### src/rtl/vq_pkg.sv
// Shared constants and types for the speaker VQ codebook bank.
// The enrollment writer, its interface and the bench all import this package.
package vq_pkg;

  localparam int CW_NUM   = 16;
  localparam int COEF_NUM = 13;
  localparam int DATA_W   = 14;
  localparam int ADDR_W   = 8;
  localparam int N_WORDS  = CW_NUM * COEF_NUM;
  localparam int SLOT_NUM = 4;
  localparam int SLOT_W   = 2;
  localparam int CSUM_W   = DATA_W + 8;

  typedef enum logic [2:0] {
    ST_IDLE,
    ST_WAIT,
    ST_COPY,
    ST_FLUSH,
    ST_DONE
  } enroll_state_t;

endpackage

### src/rtl/vq_codebook_enroll_if.sv
// Command, training-buffer read and codebook-RAM write signals of the enrollment writer.
// slave is the writer's view; master is the view of the block driving it.
interface vq_codebook_enroll_if;
  import vq_pkg::*;

  logic                        enroll_start;
  logic                        enroll_clear;
  logic [SLOT_W-1:0]           speaker_id;
  logic                        vq_busy;
  logic                        src_rd;
  logic [ADDR_W-1:0]           src_addr;
  logic signed [DATA_W-1:0]    src_data;
  logic                        dst_we;
  logic [ADDR_W+SLOT_W-1:0]    dst_addr;
  logic signed [DATA_W-1:0]    dst_data;
  logic [SLOT_NUM-1:0]         spk_valid;
  logic                        busy;
  logic                        enroll_done;
  logic [CSUM_W-1:0]           checksum;

  modport slave (
    input  enroll_start, enroll_clear, speaker_id, vq_busy, src_data,
    output src_rd, src_addr, dst_we, dst_addr, dst_data,
           spk_valid, busy, enroll_done, checksum
  );

  modport master (
    output enroll_start, enroll_clear, speaker_id, vq_busy, src_data,
    input  src_rd, src_addr, dst_we, dst_addr, dst_data,
           spk_valid, busy, enroll_done, checksum
  );

endinterface

### src/rtl/vq_codebook_enroll.sv
// Copies one trained LBG codebook from the training buffer into a speaker slot
// of the codebook RAM, keeping per-slot valid flags and a checksum of the copy.
module vq_codebook_enroll
  import vq_pkg::*;
(
  input  logic                 clk,
  input  logic                 rst_n,
  vq_codebook_enroll_if.slave  bus
);

  enroll_state_t             state_q;
  logic [SLOT_W-1:0]         slot_q;
  logic                      src_rd_q;
  logic [ADDR_W-1:0]         src_addr_q;
  logic                      vld_p0;
  logic [ADDR_W-1:0]         off_p0;
  logic [SLOT_NUM-1:0]       spk_valid_q;
  logic                      done_q;
  logic [CSUM_W-1:0]         csum_q;

  // Coefficients are signed, but the checksum treats each word as its raw bits.
  function automatic logic [CSUM_W-1:0] csum_add(input logic [CSUM_W-1:0]     acc,
                                                 input logic signed [DATA_W-1:0] word);
    logic [CSUM_W-1:0] word_zx;
    word_zx = {{(CSUM_W-DATA_W){1'b0}}, word};
    return acc + word_zx;
  endfunction

  always_ff @(posedge clk or negedge rst_n) begin
    if (!rst_n) begin
      state_q     <= ST_IDLE;
      slot_q      <= '0;
      src_rd_q    <= 1'b0;
      src_addr_q  <= '0;
      vld_p0      <= 1'b0;
      off_p0      <= '0;
      spk_valid_q <= '0;
      done_q      <= 1'b0;
      csum_q      <= '0;
    end else begin
      done_q <= 1'b0;
      // p0: read data returns one cycle after the strobe; write it with the offset it was read from
      vld_p0 <= src_rd_q;
      off_p0 <= src_addr_q;
      if (vld_p0) begin
        csum_q <= csum_add(csum_q, bus.src_data);
      end

      case (state_q)
        ST_IDLE: begin
          if (bus.enroll_start) begin
            slot_q                      <= bus.speaker_id;
            spk_valid_q[bus.speaker_id] <= 1'b0;
            csum_q                      <= '0;
            if (bus.vq_busy) begin
              state_q <= ST_WAIT;
            end else begin
              state_q    <= ST_COPY;
              src_rd_q   <= 1'b1;
              src_addr_q <= '0;
            end
          end else if (bus.enroll_clear) begin
            spk_valid_q[bus.speaker_id] <= 1'b0;
          end
        end

        ST_WAIT: begin
          if (!bus.vq_busy) begin
            state_q    <= ST_COPY;
            src_rd_q   <= 1'b1;
            src_addr_q <= '0;
          end
        end

        ST_COPY: begin
          // Once started the copy runs to the end; the identifier gates on busy.
          if (src_addr_q == ADDR_W'(N_WORDS - 1)) begin
            state_q    <= ST_FLUSH;
            src_rd_q   <= 1'b0;
            src_addr_q <= '0;
          end else begin
            src_addr_q <= src_addr_q + 1'b1;
          end
        end

        ST_FLUSH: begin
          state_q             <= ST_DONE;
          spk_valid_q[slot_q] <= 1'b1;
          done_q              <= 1'b1;
        end

        ST_DONE: begin
          state_q <= ST_IDLE;
        end

        default: begin
          state_q <= ST_IDLE;
        end
      endcase
    end
  end

  assign bus.src_rd      = src_rd_q;
  assign bus.src_addr    = src_addr_q;
  assign bus.dst_we      = vld_p0;
  assign bus.dst_addr    = vld_p0 ? {slot_q, off_p0} : '0;
  assign bus.dst_data    = vld_p0 ? bus.src_data : '0;
  assign bus.spk_valid   = spk_valid_q;
  assign bus.busy        = (state_q != ST_IDLE);
  assign bus.enroll_done = done_q;
  assign bus.checksum    = csum_q;

endmodule

### src/flat_wrapper.sv
// flat-port wrapper written by rule: the top's interface ports become plain ports
module vq_codebook_enroll_flat import vq_pkg::*;
  (clk, rst_n, bus_enroll_start, bus_enroll_clear, bus_speaker_id, bus_vq_busy, bus_src_data, bus_src_rd, bus_src_addr, bus_dst_we, bus_dst_addr, bus_dst_data, bus_spk_valid, bus_busy, bus_enroll_done, bus_checksum);
  vq_codebook_enroll_if bus_i ();
  input  logic clk;
  input  logic rst_n;
  input wire logic [$bits(bus_i.enroll_start)-1:0] bus_enroll_start;
  input wire logic [$bits(bus_i.enroll_clear)-1:0] bus_enroll_clear;
  input wire logic [$bits(bus_i.speaker_id)-1:0] bus_speaker_id;
  input wire logic [$bits(bus_i.vq_busy)-1:0] bus_vq_busy;
  input wire logic [$bits(bus_i.src_data)-1:0] bus_src_data;
  output wire logic [$bits(bus_i.src_rd)-1:0] bus_src_rd;
  output wire logic [$bits(bus_i.src_addr)-1:0] bus_src_addr;
  output wire logic [$bits(bus_i.dst_we)-1:0] bus_dst_we;
  output wire logic [$bits(bus_i.dst_addr)-1:0] bus_dst_addr;
  output wire logic [$bits(bus_i.dst_data)-1:0] bus_dst_data;
  output wire logic [$bits(bus_i.spk_valid)-1:0] bus_spk_valid;
  output wire logic [$bits(bus_i.busy)-1:0] bus_busy;
  output wire logic [$bits(bus_i.enroll_done)-1:0] bus_enroll_done;
  output wire logic [$bits(bus_i.checksum)-1:0] bus_checksum;
  assign bus_i.enroll_start = bus_enroll_start;
  assign bus_i.enroll_clear = bus_enroll_clear;
  assign bus_i.speaker_id = bus_speaker_id;
  assign bus_i.vq_busy = bus_vq_busy;
  assign bus_i.src_data = bus_src_data;
  assign bus_src_rd = bus_i.src_rd;
  assign bus_src_addr = bus_i.src_addr;
  assign bus_dst_we = bus_i.dst_we;
  assign bus_dst_addr = bus_i.dst_addr;
  assign bus_dst_data = bus_i.dst_data;
  assign bus_spk_valid = bus_i.spk_valid;
  assign bus_busy = bus_i.busy;
  assign bus_enroll_done = bus_i.enroll_done;
  assign bus_checksum = bus_i.checksum;
  vq_codebook_enroll u_core (.clk(clk), .rst_n(rst_n), .bus(bus_i));
endmodule
### config.mk
export PLATFORM = sky130hd
export DESIGN_NAME = vq_codebook_enroll_flat
export DESIGN_NICKNAME = d
export VERILOG_FILES = /design/src/rtl/vq_pkg.sv /design/src/rtl/vq_codebook_enroll_if.sv /design/src/rtl/vq_codebook_enroll.sv /design/src/flat_wrapper.sv
export SDC_FILE = /design/constraint.sdc
export NUM_CORES = 1
export LEC_CHECK = 0
export CAP_MARGIN = 20
export CORE_MARGIN = 4
export CORE_UTILIZATION = 52
export CTS_CLUSTER_DIAMETER = 30
export DETAILED_ROUTE_END_ITERATION = 6
export PLACE_DENSITY = 0.86
export RECOVER_POWER = 25
export SLEW_MARGIN = 5
export SYNTH_ARGS = -nofsm -noshare
export SYNTH_HDL_FRONTEND = slang
export SYNTH_SLANG_ARGS = --single-unit
### constraint.sdc
create_clock -name clk -period 3.9 [get_ports clk]
set_input_delay 0.78 -clock clk [delete_from_list [all_inputs] [get_ports clk]]
set_output_delay 0.78 -clock clk [all_outputs]
set_load 0.02 [all_outputs]
-- Word level (Yosys, flattened, before mapping)
Index checks and enable logic that the tools add are counted.
W data, S select, Z words.
- shifts and indexed selects: 0
- bitwise gates (word level): 3
- $lt $le $gt $ge: 4
- reductions and logical operators: 11
- multiply operators: 0
- eq/ne operators: 8
- add/sub/neg operators: 2
- div/mod/pow operators: 0
- mux-type cells: 26
- operator list (operator ; count):
    $mux W22 ; 3
    $mux W8 ; 3
    $pmux W8 S3 ; 1
    $add A22 B14 Y22 ; 1
    $mux W14 ; 1
    $pmux W3 S4 ; 1
    $mux W10 ; 1
    $mux W3 ; 3
    $add A8 B1 Y8 const B ; 1
    $eq A8 B8 Y1 const B ; 1
    $mux W4 ; 2
    $pmux W4 S2 ; 1
    $eq A3 B2 Y1 const B ; 2
    $lt A2 B3 Y1 const B ; 2
    $mux W1 ; 6
    $reduce_and A2 Y1 ; 3
    $reduce_and A3 Y1 ; 2
    $reduce_bool A3 Y1 ; 2
    $and A4 B4 Y4 ; 1
    $demux W1 S2 ; 2
    $ge A2 B1 Y1 const B ; 2
    $ne A2 B2 Y1 const B ; 2
    $not A4 Y4 ; 1
    $or A4 B4 Y4 ; 1
    8 further kinds ; 9
- memories: 0
- flip-flop bits (word level): 50
- memory bits (writable): 0
- output and inout bits: 62
- bits in latches: 0
- ROM bits: 0
- input bits: 21
- word-level logic and storage cells: 63

-- Depth between registers and ports, before layout
- depth after elaboration: 9
- depth in mapped cells: 11
- mapped depth without buffers: 10

-- Worst setup path after synthesis
Ideal clock, no wire load.
- kind: input port to flip-flop
- start: in bus_src_data[0]
- end: reg u_core.csum_q[14], in the netlist u_core.bus.checksum[14]
- setup slack: 1217 ps
- required time: 3833 ps
- path buffers: 1
- stages on the path: 11
- library setup time: 67 ps
- arrival time: 2616 ps
- cells stage by stage: ha_1 inv_1 fa_1 nor2b_2 o31a_1 o21ai_1 nor2b_2 o31a_1 buf_4 nor4b_1 a311o_1
- longest elaborated chain between the ends: 4
- RTL lines (item ; RTL line ; RTL):
    from (decl) ; flat_wrapper.sv:11 ; input wire logic [$bits(bus_i.src_data)-1:0] bus_src_data;
    $add A22 B14 Y22 * ; vq_codebook_enroll.sv:26 ; return acc + word_zx;
    $mux W22 * ; vq_codebook_enroll.sv:45 ; if (vld_p0) begin
    $mux W22 ; vq_codebook_enroll.sv:51 ; if (bus.enroll_start) begin
    $mux W22 * ; vq_codebook_enroll.sv:49 ; case (state_q)
    to (signal assigned) ; vq_codebook_enroll.sv:46 ; csum_q <= csum_add(csum_q, bus.src_data);
    to (decl) ; vq_codebook_enroll.sv:19 ; logic [CSUM_W-1:0] csum_q;
Mark *: on every way between the ends. The rest lies on a longest branch, timed or not.
A chain may end at the register's enable or synchronous reset.

-- Worst setup path in the final report
Ends and elaborated chain as after synthesis.

==> flow_summary_export.csv <==
group,metric,value,unit
clock_network,postCtsSetupRepairBufs,0,
yosys,synthCells,319,
clock_network,clkLatencyLatePin,0.30,ns
final_layout,num_antenna_cells,0,
clock_network,cts_made_buffers,5,
die,die_w,83.0,um
detailed_routing,first_iter_violations,110,
grt,grt_max_degree,32,
yosys,ys_seq_area_frac,0.428,
detailed_routing,detail-route-antenna-nets,0,
final_layout,syn2layout_area_growth,33.9,%
worst_setup_path,crit_start,"bus_src_data[0]",
timing,worst_slack,0.875,ns
grt,antenna_found_initial,0,
clock_network,root_buffer,"clkbuf_8",
power_and_ir_drop,p_sw_frac,0.446,
yosys,syn_avg_cell_area,9.17,sq um
worst_setup_path,cp_data_arrival_time,3.26,ns
die,ios,83,
timing,fmax,331,MHz
detailed_routing,vias,2606,
clock_network,cts.repair.resized,0,
min_path,holdCritPathClass,"flip-flop to flip-flop",
placement,port_buffers,82,
timing,grt_setup_unrepaired,"no",
yosys,yosysUniqueCellTypes,49,
power_and_ir_drop,comb_power_share,0.601,
worst_setup_path,reg2reg_depth,10,
power_and_ir_drop,p_sw,1.44,mW
yosys,async_reset_ff_frac,1.00,
placement,gp_congestion,0.843,
placement,dpl.cell_count,466,
worst_setup_path,cp.required,4.13,ns
job,cap_violations,1,
timing,min_period_over_period,0.776,
final_layout,drive_above_1_share,0.0473,
yosys,synth-main-ff-cell,"dfrtp_1",
yosys,synth_area,2920,sq um
min_path,hold_path.startpoint,"u_core.bus.src_rd",
timing,fin_hold_ws,0.408,ns
final_layout,layout_common_cells,"clkdlybuf4s50_1 (81), dfrtp_1 (50), nor2_1 (46)",
yosys,synth-seq-cells,50,
worst_setup_path,crit_type,"input pin to flip-flop",
power_and_ir_drop,ir_drop,535,uV
power_and_ir_drop,p_leak,1.71,nW
power_and_ir_drop,p_clk_frac,0.114,
clock_network,clkTransAtPathRegs,0.09,ns
outcome,outcome,"finished, violations left",
timing,min_period,3.03,ns
die,core_area,5470,sq um
grt,grt_pass1_vias,2762,
placement,hpwlAfterDp,5320,um
die,rows,27,
yosys,synth_area_leader_cell,"dfrtp_1",
worst_setup_path,timing.rr.start,"u_core.bus.checksum[0]",
min_path,hold_path_end,"u_core.bus.dst_we",
timing,hold_viol,0,
clock_network,cts_tree,"done",
grt,grt_pass1_wl,12200,um
power_and_ir_drop,seqPwrFrac,0.285,
placement,post-place-ws,0.581,ns
timing,worst_pin_slew,1.65,ns
outcome,violations,"capacitance limit, slew limit",
detailed_routing,via_per_inst,5.50,
die,die_area,6890,sq um
final_layout,layout_commonest_cell,"clkdlybuf4s50_1",
final_layout,layout.nets,438,
min_path,hold_depth,0,
yosys,yosys_warnings,0,
power_and_ir_drop,power.total,3.22,mW
clock_network,h-tree-depth,2,
timing,max_slew_margin,-0.102,
die,die_y,83.0,um
worst_setup_path,critPathLaunchType,"input pin",
power_and_ir_drop,p_int,1.78,mW
worst_setup_path,path_max_fanout,10,
final_layout,final_area,3920,sq um
placement,dpl_cell_area,3810,sq um
clock_network,clk_path_buf_depth,2,
detailed_routing,drc,0,
final_layout,stdcell_count,474,
detailed_routing,wl,7080,um
power_and_ir_drop,powerDensity,821,nW/um^2
yosys,netlist.area_leader.share,0.428,
yosys,synth-edff-count,0,
detailed_routing,firstDrtPassIters,5,
final_layout,final_util,0.715,
detailed_routing,routedWlPerCell,14.9,um
clock_network,clock_sinks,50,
timing,tns,0,ns
die,start_util,0.534,
worst_setup_path,r2r-end,"u_core.bus.checksum[14]",
grt,grt_overflow,0,
worst_setup_path,end_kind,"flip-flop",
timing,setup_violations,0,
worst_setup_path,ff2ff_setup_slack,1.43,ns
timing,skew,0.00845,ns
clock_network,hold_buffers,0,
grt,grt_use_total,0.209,
timing,slew_violations,32,
yosys,synth.area.top_cells,"dfrtp_1 (43%), ha_1 (6.4%), nor2_1 (5.9%)",
yosys,synth_nets,356,
[sequential cells by signal, indices dropped and copies added (netlist names)]
signal                  cells
u_core.bus.enroll_done      1
u_core.off_p0               8
u_core.bus.src_addr         8
u_core.bus.dst_we           1
u_core.bus.src_rd           1
u_core.slot_q               2
u_core.bus.checksum        22
u_core.state_q              3
u_core.bus.spk_valid        4
[how the worst max path moves through the flow]
stage | end | slack (ns) | cells after the start
2_1_floorplan | u_core.bus.checksum[14] | 1.22 | 11
3_3_place_gp | u_core.bus.checksum[14] | 0.64 | 11
3_5_place_dp | u_core.bus.checksum[14] | 0.58 | 11
4_1_cts | bus_dst_addr[8] | 0.88 | 3
5_1_grt | u_core.bus.checksum[12] | 0.62 | 2
6_report | u_core.bus.checksum[14] | 0.87 | 11
[power by group through the flow]
stage          combinational [mW]  clock, mW  sequential [mW]
2_1_floorplan                1.14          0             1.02
3_3_place_gp                 1.89          0            0.914
3_5_place_dp                 1.94          0            0.926
4_1_cts                      1.95      0.369            0.915
5_1_grt                      2.13      0.393            0.949
6_report                     1.93      0.366            0.918
[worst max-delay path, stage by stage]
cell and delay (ns):
clkdlybuf4s50_1 0.48, ha_1 0.19, inv_1 0.06, fa_1 0.41, nor2b_2 0.14, o31a_1 0.15, o21ai_1 0.07, nor2b_2 0.18
o31a_1 0.37, nor4b_1 0.27, a311o_1 0.14
[per-layer routing]
layer	up-vias	wire length (um)	GRT usage
li1	1285	-	-
met1	1217	3030	0.249
met2	96	3580	0.383
met3	8	418	0.0456
met4	0	47	0.0431
met5	-	0	0
[logic make-up (layout without fill, tap and decap cells)]
logic type,Yosys count,count (layout),synth area share
muxes,4,4,0.0141
adders and majority gates,16,16,0.0710
buffers and inverters,18,101,0.0248
AOI/OAI and AO/OA,73,73,0.171
xor gates and xnor gates,20,20,0.0599
and+or+nand+nor,138,138,0.231
DFF,50,50,0.428
[cells in the mapped netlist (2+ instances only)]
library cell	count
a211oi_1	6
a21o_1	4
a21oi_1	15
a22o_1	2
a31oi_1	2
and2_1	24
and3_1	5
clkbuf_1	8
dfrtp_1	50
ha_1	15
inv_1	8
mux2i_1	3
nand2_1	26
nand2b_1	3
nand3_1	17
nand3b_1	2
nor2_1	46
nor2b_1	2
nor2b_2	2
nor3_1	4
o21a_1	5
o21ai_0	18
o21ai_1	2
o311ai_1	2
o31a_1	3
o31ai_1	3
o41ai_1	2
xnor2_1	9
xor2_1	11
[cell type report]
cell class                      instances  area [sq um]
Multi-Input combinational cell        251          1600
Inverter                                8          30.0
Clock buffer                            6          72.6
Clock inverter                          2          37.5
Fill cell                             423          1560
Sequential cell                        50          1250
Tap cell                               72          90.1
Timing Repair Buffer                   85           833
(Power assumes the default switching activity.)
